**src/rtl/rename_ctrl.sv**
```systemverilog
// Rename/commit sequencer: hands out circular ROB tags to decode and drives the regfile rename/write ports.
// Latency: upd/write pulse 1 cycle after the accepting edge; dec_ready/alloc_idx are combinational.
// Backpressure: dec_ready drops when all ROB_SIZE tags are in flight; rdy=0 freezes all state and outputs.
//
// Build option: define RENAME_FULL_BYPASS_EN to let an in-order commit free a tag for a same-cycle
// allocation while the ROB is full (count stays at ROB_SIZE).
//
// Ports:
//   clk, rst            clock, synchronous active-high reset
//   rdy                 global enable (low = freeze)
//   jp_wrong            misprediction flush, highest priority
//   dec_*               decoder offer; handshake on dec_valid && dec_ready, tag = alloc_idx
//   cmt_*               in-order commit from the ROB
//   upd/upd_idx/upd_rd  registered rename port
//   write/write_idx/write_rd/new_val  registered write port
//   cmt_err             sticky out-of-order/empty commit flag, cleared only by rst
module rename_ctrl #(
  parameter int ROB_SIZE = 16,
  parameter int IDX_W    = 4
) (
  input  logic             clk,
  input  logic             rst,
  input  logic             rdy,
  input  logic             jp_wrong,
  input  logic             dec_valid,
  input  logic             dec_has_rd,
  input  logic [4:0]       dec_rd,
  output logic             dec_ready,
  output logic [IDX_W-1:0] alloc_idx,
  input  logic             cmt_valid,
  input  logic [IDX_W-1:0] cmt_idx,
  input  logic             cmt_has_rd,
  input  logic [4:0]       cmt_rd,
  input  logic [31:0]      cmt_val,
  output logic             upd,
  output logic [IDX_W-1:0] upd_idx,
  output logic [4:0]       upd_rd,
  output logic             write,
  output logic [IDX_W-1:0] write_idx,
  output logic [4:0]       write_rd,
  output logic [31:0]      new_val,
  output logic             cmt_err
);

  localparam logic [IDX_W:0] FULL = (IDX_W+1)'(ROB_SIZE);

  logic [IDX_W-1:0] head;
  logic [IDX_W-1:0] tail;
  logic [IDX_W:0]   count;

  logic cmt_ok;    // commit matches head of a non-empty ROB
  logic space_ok;  // a tag can be handed out this cycle
  logic alloc;
  logic commit;

  assign cmt_ok = cmt_valid && (cmt_idx == head) && (count != '0);

`ifdef RENAME_FULL_BYPASS_EN
  // The tag retiring this cycle is recycled straight into the new allocation.
  assign space_ok = (count < FULL) || cmt_ok;
`else
  assign space_ok = (count < FULL);
`endif

  assign dec_ready = !rst && rdy && !jp_wrong && space_ok;
  assign alloc_idx = tail;
  assign alloc     = dec_valid && dec_ready;
  assign commit    = !rst && rdy && !jp_wrong && cmt_ok;

  always_ff @(posedge clk) begin
    if (rst) begin
      head      <= '0;
      tail      <= '0;
      count     <= '0;
      upd       <= 1'b0;
      upd_idx   <= '0;
      upd_rd    <= '0;
      write     <= 1'b0;
      write_idx <= '0;
      write_rd  <= '0;
      new_val   <= '0;
      cmt_err   <= 1'b0;
    end else if (rdy) begin
      if (jp_wrong) begin
        // Flush discards any handshake or commit presented in the same cycle.
        head  <= '0;
        tail  <= '0;
        count <= '0;
        upd   <= 1'b0;
        write <= 1'b0;
      end else begin
        // Tags with no real destination (none, or x0) are still consumed but never renamed.
        upd <= alloc && dec_has_rd && (dec_rd != 5'd0);
        if (alloc) begin
          tail    <= tail + 1'b1;
          upd_idx <= tail;
          upd_rd  <= dec_rd;
        end

        write <= commit && cmt_has_rd && (cmt_rd != 5'd0);
        if (commit) begin
          head      <= head + 1'b1;
          write_idx <= cmt_idx;
          write_rd  <= cmt_rd;
          new_val   <= cmt_val;
        end

        if (cmt_valid && !cmt_ok)
          cmt_err <= 1'b1;

        case ({alloc, commit})
          2'b10:   count <= count + 1'b1;
          2'b01:   count <= count - 1'b1;
          default: count <= count;
        endcase
      end
    end
  end

endmodule

```
**config.mk**
```make
export PLATFORM = sky130hd
export DESIGN_NAME = rename_ctrl
export DESIGN_NICKNAME = d
export VERILOG_FILES = /design/src/rtl/rename_ctrl.sv
export SDC_FILE = /design/constraint.sdc
export NUM_CORES = 1
export LEC_CHECK = 0
export CORE_ASPECT_RATIO = 0.8
export CORE_UTILIZATION = 38
export DETAILED_ROUTE_END_ITERATION = 8
export PLACE_DENSITY = 0.85
export SLEW_MARGIN = 20
export SYNTH_ARGS = -nofsm -noshare
export SYNTH_HDL_FRONTEND = slang
export SYNTH_SLANG_ARGS = --single-unit
```
**constraint.sdc**
```tcl
create_clock -name clk -period 3 [get_ports clk]
set_input_delay 0.6 -clock clk [delete_from_list [all_inputs] [get_ports clk]]
set_output_delay 0.6 -clock clk [all_outputs]
set_load 0.1 [all_outputs]
```
* Word-level counts from Yosys, hierarchy flattened
Cells that the tools add are included.
** Word-level totals
- Register bits :: 66
- Latch bits :: 0
- Bits in writable memories :: 0
- Memory bits (read-only) :: 0
- Bits of input ports :: 54
- Output and inout port bits :: 58
- Word-level logic and storage cells :: 55
- Memories kept :: 0
** Operators by class
- $add $sub $neg :: 4
- $mul :: 0
- Divide/modulo/power cells :: 0
- Order comparisons :: 1
- Eq/ne operators :: 3
- Shift operators :: 0
- Muxes and demuxes :: 8
- Bitwise logic cells :: 1
- Reduce and logical (&&, ||, !) cells :: 27
** Operators by type and width (count)
- $mux 4 :: 4
- $reduce_bool 5->1 :: 3
- $logic_and 1x1->1 :: 12
- $pmux 5 s2 :: 1
- $reduce_and 3->1 :: 3
- $add 4x1->4 const B :: 2
- $reduce_and 2->1 :: 3
- $add 5x1->5 const B :: 1
- $lt 5x5->1 const B :: 1
- $mux 5 :: 1
- $sub 5x1->5 const B :: 1
- $eq 4x4->1 :: 1
- $reduce_bool 2->1 :: 2
- $logic_not 1->1 :: 3
- $reduce_bool 3->1 :: 1
- $eq 2x1->1 const B :: 1
- $eq 2x2->1 const B :: 1
- $mux 1 :: 2
- $not 1->1 :: 1

* Longest topological paths before layout
Gate-level depths: netlist (run 1).
- Depth in word-level cells :: 8
- Gate-level depth with buffers :: 11
- Mapped depth without buffers :: 10

* Worst setup path after synthesis (run 1)
OpenSTA, ideal clock, no wires.
- Path kind :: input to output
- From :: in rdy
- To :: out dec_ready
- Arrival time :: 2466 ps
- Required time :: 2400 ps
- Path slack :: -66 ps
- Stages :: 4
- Cell sequence :: clkbuf_1 > nor2b_1 > nand2_1 > nor2_1
** On the way
- Cells in the longest elaborated chain, start to end :: 3
** Ends and longest elaborated chain
- start, declared :: RTL line 23 : input logic rdy,
- $logic_and 1x1->1 (3 in series) :: RTL line 65 : assign dec_ready = !rst && rdy && !jp_wrong && space_ok;
- end, declared :: RTL line 28 : output logic dec_ready,
Every way passes these cells.

* Worst setup path after layout (run 1)
- From :: in cmt_idx[1]
- To :: reg count[4]
** On the way
- Cells in the longest elaborated chain, start to end :: 7
- Elaborated cells between the ends (all ways) :: 10
- Those cells by class :: 3 x eq/ne; 2 x mux; 5 x reduce/logical
** Ends and longest elaborated chain
- start, declared :: RTL line 31 : input logic [IDX_W-1:0] cmt_idx,
- $eq 4x4->1 (*) :: RTL line 56 : assign cmt_ok = cmt_valid && (cmt_idx == head) && (count != '0);
- $logic_and 1x1->1 (*) (2 in series) :: RTL line 56
- $logic_and 1x1->1 (*) :: RTL line 68 : assign commit = !rst && rdy && !jp_wrong && cmt_ok;
- $eq 2x1->1 / $eq 2x2->1 (equally long branches) :: RTL line 111 : case ({alloc, commit})
- $pmux 5 s2 / $reduce_bool 3->1 (equally long branches)
- $mux 5 / $reduce_and 2->1 (equally long branches)
- end signal, assigned :: RTL line 112 : 2'b10: count <= count + 1'b1;
- end signal, assigned :: RTL line 113 : 2'b01: count <= count - 1'b1;
- end signal, assigned :: RTL line 114 : default: count <= count;
- end, declared :: RTL line 49 : logic [IDX_W:0] count;
Mark *: on every way between the ends. The rest lies on a longest branch, timed or not.
A chain may end at the register's enable or synchronous reset.

==> results.yml, run 1 <==
status:
  status: "finished, final reports clean"
cts:
  cts_tree: "built"
  post_cts_buffers: 0
  htreeDepth: 3
  cts.sinks: 66
  clockBufferDepth: 2
  cts.clk_slew.worst_paths_ns: 0.07
  cts_resized: 0
  clock_latency_ns: 0.33
  hold_buffers: 0
  root_buffer: "clkbuf_8"
  cts_buffers: 9
finish:
  final_cells: 547
  final_util_pct: 59.1
  drive_above_1_share_pct: 22.0
  multi_input_area_um2: 1300
  design_area_um2: 4080
  regArea_um2: 1320
  fin_nets: 513
  area_growth_pct: 50.6
  diodes: 0
  fillers: 602
timing:
  slew_violations: 0
  setup_viol: 0
  tightestPinTransition_ns: 0.445
  fin_crit_sh_pct: 91.1
  finalHoldViolCount: 0
  rsz0062_at_grt: "no"
  setup-tns-final_ns: 0
  clock-skew-final_ns: 0.00716
  maxSlewHeadroom_pct: 70.2
  fmax_mhz: 366
  fin_crit_ns: 2.73
yosys:
  syn_avg_cell_area_um2: 8.10
  syn_nets: 392
  netlist_area_um2: 2710
  ys_warn_count: 0
  ys_seq_area_share_pct: 48.8
  ys_types: 43
  yosys_register_bits: 66
  synthArstFlopShare_pct: 0
  synthCells: 334
  synth_edf_count: 0
  ys.flop_type: "dfxtp_1"
hold_path:
  min_path_type: "reg -> reg"
  holdPathStages: 2
  min_from: "new_val[2]$_SDFFE_PP0P_"
  whs_endpoint: "new_val[2]$_SDFFE_PP0P_"
route:
  routed_wirelength_um: 7020
  num_vias: 2648
  drc: 0
  first_iter_violations: 96
  final_antenna_net_count: 0
  dr.pass1.iters: 4
  viasPerCell: 4.84
  post_drt_wl_per_cell_um: 12.8
worst_setup_path:
  cp-end-kind: "flop"
  setup.worst_path.start_class: "input pin"
  crit_required_ns: 3.22
  slowest_stage: "clkdlybuf4s50_1"
  rr_worst_depth: 11
  crit_path_frequent_cell: "xor2_1"
  arrival_ns: 2.95
  critPathMaxStageDelay_ns: 0.44
  r2r_end: "count[4]$_SDFFE_PP0P_"
  cp_cell_sequence: "clkdlybuf4s50_1 > xor2_1 > or2_2 > nor3_4 > xor2_1 > ha_1 > nor2_1 > o41ai_1 > a31oi_1 > mux2i_1 > a22o_1"
  crit_fanout: 2
  reg2reg_slack_ns: 0.53
  r2r-start: "count[0]$_SDFFE_PP0P_"
  crit_type: "in -> reg"
floorplan:
  coreArea_um2: 6890
  io-pin-count: 112
  placementRows: 27
  die_w_um: 96.4
  dieArea_um2: 7470
  start_util_pct: 39.3
  die_y_um: 77.5
power:
  p_sw_uw: 415
  p_per_area_nw_per_um2: 445
  combPwrFrac_pct: 9.8
  clock_power_share_pct: 41.5
  p_leak_nw: 1.61
  internal_power_mw: 1.40
  pwr-share-seq_pct: 48.7
  netSwitchingFraction_pct: 22.9
  vdd.ir_drop.worst_uv: 257
  p_total_mw: 1.81
grt:
  grt-ovfl-total: 0
  grt_pass1_vias: 2367
  grt_max_degree: 72
  antenna_found_initial: 0
  grtUsageTotal_pct: 18.9
  grt_pass1_wl_um: 10900
run:
  maxCapViolCount: 0
place:
  numPlacedInstances: 531
  place.gp.congestion: 0.854
  port_buffers: 111
  place_area_um2: 3870
  dp_hpwl_um: 5230
cell usage in the layout (no fill, tap or decap), types with 2 or more instances in the layout:
cell type | netlist | layout
dfxtp_1 | 66 | 66
buf_4 | 0 | 74
nor2b_1 | 3 | 3
o211ai_1 | 2 | 2
o21ai_0 | 45 | 45
a211oi_1 | 2 | 2
a21oi_1 | 13 | 13
inv_1 | 4 | 4
a31oi_1 | 2 | 2
nor2_1 | 13 | 12
nand3_1 | 2 | 2
nand2_1 | 110 | 110
clkbuf_8 | 0 | 11
nor3_1 | 3 | 2
nand4_1 | 3 | 3
buf_12 | 0 | 2
ha_1 | 4 | 4
clkinvlp_4 | 0 | 2
xnor2_1 | 3 | 3
nor2_2 | 1 | 2
xor2_1 | 8 | 8
a32oi_1 | 2 | 2
o21a_1 | 2 | 2
mux2i_1 | 3 | 3
or4_1 | 2 | 2
clkdlybuf4s50_1 | 0 | 53
nand2b_1 | 3 | 3
how the worst max path moves through the flow:
stage | cells past startpoint | slack (ns) | to | start
final | 11 | 0.27 | count[4]$_SDFFE_PP0P_ | cmt_idx[1]
after global routing | 11 | 0.09 | count[4]$_SDFFE_PP0P_ | cmt_idx[1]
after CTS | 11 | 0.27 | count[4]$_SDFFE_PP0P_ | cmt_idx[1]
after detailed placement | 11 | -0.09 | count[4]$_SDFFE_PP0P_ | cmt_idx[1]
after global placement | 11 | -0.01 | count[4]$_SDFFE_PP0P_ | cmt_idx[1]
after floorplan | 11 | 0.17 | count[4]$_SDFFE_PP0P_ | jp_wrong
critical path, delay by kind of cell:
kind / cells / cell delay, ns
compound gates: 3 / 0.64
buf+inv: 1 / 0.44
xor+xnor: 2 / 0.34
fa+ha+maj: 1 / 0.18
mux: 1 / 0.14
simple gates: 3 / 0.61
sequential cells by signal, summed over array words and instances, names as in the netlist:
signal     cells
cmt_err        1
head           4
new_val       32
write          1
alloc_idx      4
upd            1
write_idx      4
count          5
write_rd       5
upd_idx        4
upd_rd         5
through the flow:
step / hold WS, ns / worst slack [ns]
global route: 0.477 / 0.0911
floorplan: 0.469 / 0.170
CTS: 0.460 / 0.269
global placement: 0.443 / -0.00960
finish: 0.457 / 0.268
detailed placement: 0.450 / -0.0920
power groups by stage:
stage | Sequential (mW) | Clock [mW] | Combinational [mW]
after floorplan | 0.927 | 0 | 0.0493
after global placement | 0.903 | 0 | 0.175
after detailed placement | 0.903 | 0 | 0.177
after CTS | 0.883 | 0.777 | 0.178
after global routing | 0.883 | 0.813 | 0.190
final | 0.883 | 0.753 | 0.178
metal layers:
layer / track usage [%] / up-vias / routed length, um
met5: 0 / - / 0
met4: 7.21 / 0 / 130
met3: 4.71 / 12 / 418
li1: - / 1364 / -
met2: 29.9 / 81 / 3180
met1: 24.6 / 1191 / 3280
layout make-up:
type	count	area share, %
Sequential cell	66	32.4
Multi-Input combinational cell	245	31.9
Inverter	4	0.368
Tap cell	87	2.67
Clock inverter	4	1.23
Timing Repair Buffer	129	27.6
Clock buffer	12	3.81
synth_stat cells (3+ instances only):
library cell | n | area share (%)
a21oi_1 | 13 | 2.4
buf_2 | 6 | 1.1
clkbuf_1 | 13 | 1.8
dfxtp_1 | 66 | 49
ha_1 | 4 | 1.8
inv_1 | 4 | 0.55
mux2i_1 | 3 | 1.1
nand2_1 | 110 | 15
nand2b_1 | 3 | 0.69
nand4_1 | 3 | 0.69
nor2_1 | 13 | 1.8
nor2b_1 | 3 | 0.69
nor3_1 | 3 | 0.55
o21ai_0 | 45 | 8.3
xnor2_1 | 3 | 0.97
xor2_1 | 8 | 2.6
cells by family (layout without fill, tap and decap cells):
| group | after synthesis | after routing | share of synthesized area, % |
|---|---|---|---|
| AND/OR/NAND/NOR | 148 | 148 | 23.6 |
| AO/OA/AOI/OAI | 78 | 78 | 17.1 |
| flip-flops | 66 | 66 | 48.8 |
| buffers and inverters | 23 | 149 | 3.47 |
| XOR/XNOR | 11 | 11 | 3.56 |
| adder cells (fa/ha/maj) | 4 | 4 | 1.85 |
| multiplexers | 4 | 4 | 1.66 |
No activity file was read; power rests on OpenSTA's default activity.
==> run 2: changes to the inputs <==
SETUP_SLACK_MARGIN = 0.1   (was not set)
==> run 2 against run 1 <==
Effect of this change: wire length increased by 0.51%; first-iteration DRC count is 3.1% lower; maximum frequency increased by 1.2%; highest routed layer unchanged; clock skew about the same; critical path type unchanged; combinational power about the same; sequential power barely moved; flip-flop and latch count is the same; critical path depth unchanged; sequential share of layout area fell by 0.060 points; worst setup slack better by 0.031 ns.
==> results.yml, run 2 (synthesized netlist as in run 1, its figures left out) <==
place:
  place.gp.congestion: 0.854
  port_buffers: 111
  place_ws_ns: -0.0920
  place_area_um2: 3870
  dp_hpwl_um: 5230
  numPlacedInstances: 531
finish:
  drive_above_1_share_pct: 22.2
  largest_register_ffs: 32
  diodes: 0
  fin_nets: 513
  final_cell_mix: "nand2_1, buf_4, dfxtp_1"
  final_util_pct: 59.2
  regMostFlops: "new_val"
  final_common_cell: "nand2_1"
  area_growth_pct: 50.9
  final_cells: 547
  fillers: 603
  design_area_um2: 4080
cts:
  cts.clk_slew.worst_paths_ns: 0.07
  clock_latency_ns: 0.33
  clockBufferDepth: 2
  cts_buffers: 9
  htreeDepth: 3
  root_buffer: "clkbuf_8"
  cts_tree: "built"
  post_cts_buffers: 0
  cts_resized: 0
  hold_buffers: 0
  cts.sinks: 66
status:
  status: "finished, final reports clean"
floorplan:
  die_w_um: 96.4
  coreArea_um2: 6890
  dieArea_um2: 7470
  start_util_pct: 39.3
  placementRows: 27
  io-pin-count: 112
  die_y_um: 77.5
timing:
  slew_violations: 0
  fmax_mhz: 370
  fin_crit_ns: 2.70
  tightestPinTransition_ns: 0.434
  finalHoldViolCount: 0
  holdWs_ns: 0.457
  fin_crit_sh_pct: 90.0
  clock-skew-final_ns: 0.00721
  setup_viol: 0
  setup-tns-final_ns: 0
  fin_ws_ns: 0.299
  rsz0062_at_grt: "no"
  maxSlewHeadroom_pct: 70.9
worst_setup_path:
  crit_type: "in -> reg"
  cp-end-kind: "flop"
  rr_worst_depth: 11
  arrival_ns: 2.94
  crit_required_ns: 3.24
  crit_fanout: 2
  setup.worst_path.start_class: "input pin"
route:
  num_vias: 2649
  final_antenna_net_count: 0
  post_drt_wl_per_cell_um: 12.9
  routed_wirelength_um: 7050
  dr.pass1.iters: 4
  viasPerCell: 4.84
  first_iter_violations: 93
  drc: 0
run:
  maxCapViolCount: 0
grt:
  grt_pass1_vias: 2367
  met3_usage_pct: 4.71
  grt-ovfl-total: 0
  grtUsageTotal_pct: 18.9
  met1_usage_pct: 24.6
  met2_usage_pct: 29.9
  grt_max_degree: 72
  busiest_layer: "met2"
  antenna_found_initial: 0
  grt_pass1_wl_um: 10900
power:
  p_per_area_nw_per_um2: 445
  p_leak_nw: 1.61
  p_total_mw: 1.82
  vdd.ir_drop.worst_uv: 257
hold_path:
  holdPathStages: 2
  min_path_type: "reg -> reg"
-- run 2: power by group --
part / switching, mW / total (mW) / internal [mW]
clock: 0.325 / 0.754 / 0.428
combinational: 0.0871 / 0.178 / 0.0910
sequential: 0.00355 / 0.883 / 0.880
total: 0.416 / 1.82 / 1.40
-- run 2: worst paths after layout --
kind / from / to / slack (ns)
setup reg to reg: count[0]$_SDFFE_PP0P_ / count[4]$_SDFFE_PP0P_ / 0.53
hold / removal: new_val[2]$_SDFFE_PP0P_ / new_val[2]$_SDFFE_PP0P_ / 0.46
setup / recovery: cmt_idx[1] / count[2]$_SDFFE_PP0P_ / 0.30
hold reg to reg: new_val[2]$_SDFFE_PP0P_ / new_val[2]$_SDFFE_PP0P_ / 0.46
-- run 2: worst max-delay path, cell delays in order --
cell and delay (ns):
clkdlybuf4s50_1 0.44, xor2_1 0.18, or2_2 0.35, nor3_4 0.20, xor2_1 0.16, ha_1 0.18
nor2_1 0.06, buf_4 0.14, mux2_4 0.25, o21a_1 0.17, a211oi_1 0.22
-- run 2: area by class of cell --
cell class                      count  area, um2  area share, %
Multi-Input combinational cell    245       1310           32.0
Clock inverter                      4       50.0           1.23
Timing Repair Buffer              129       1130           27.6
Tap cell                           87        109           2.67
Clock buffer                       12        155           3.80
Sequential cell                    66       1320           32.4
Inverter                            4       15.0          0.368
-- run 2: per-layer routing --
| metal | wire length (um) | vias to the layer above | share of wire [%] |
|---|---|---|---|
| met4 | 130 | 0 | 1.8 |
| li1 | - | 1362 | - |
| met1 | 3300 | 1201 | 47 |
| met3 | 413 | 12 | 5.9 |
| met2 | 3210 | 74 | 46 |
| met5 | 0 | - | 0 |
==> run 3: changes to the inputs <==
TNS_END_PERCENT = 50   (was not set)
==> results of run 3 <==
The final DEF is identical to that of run 2; final timing and power are the same.
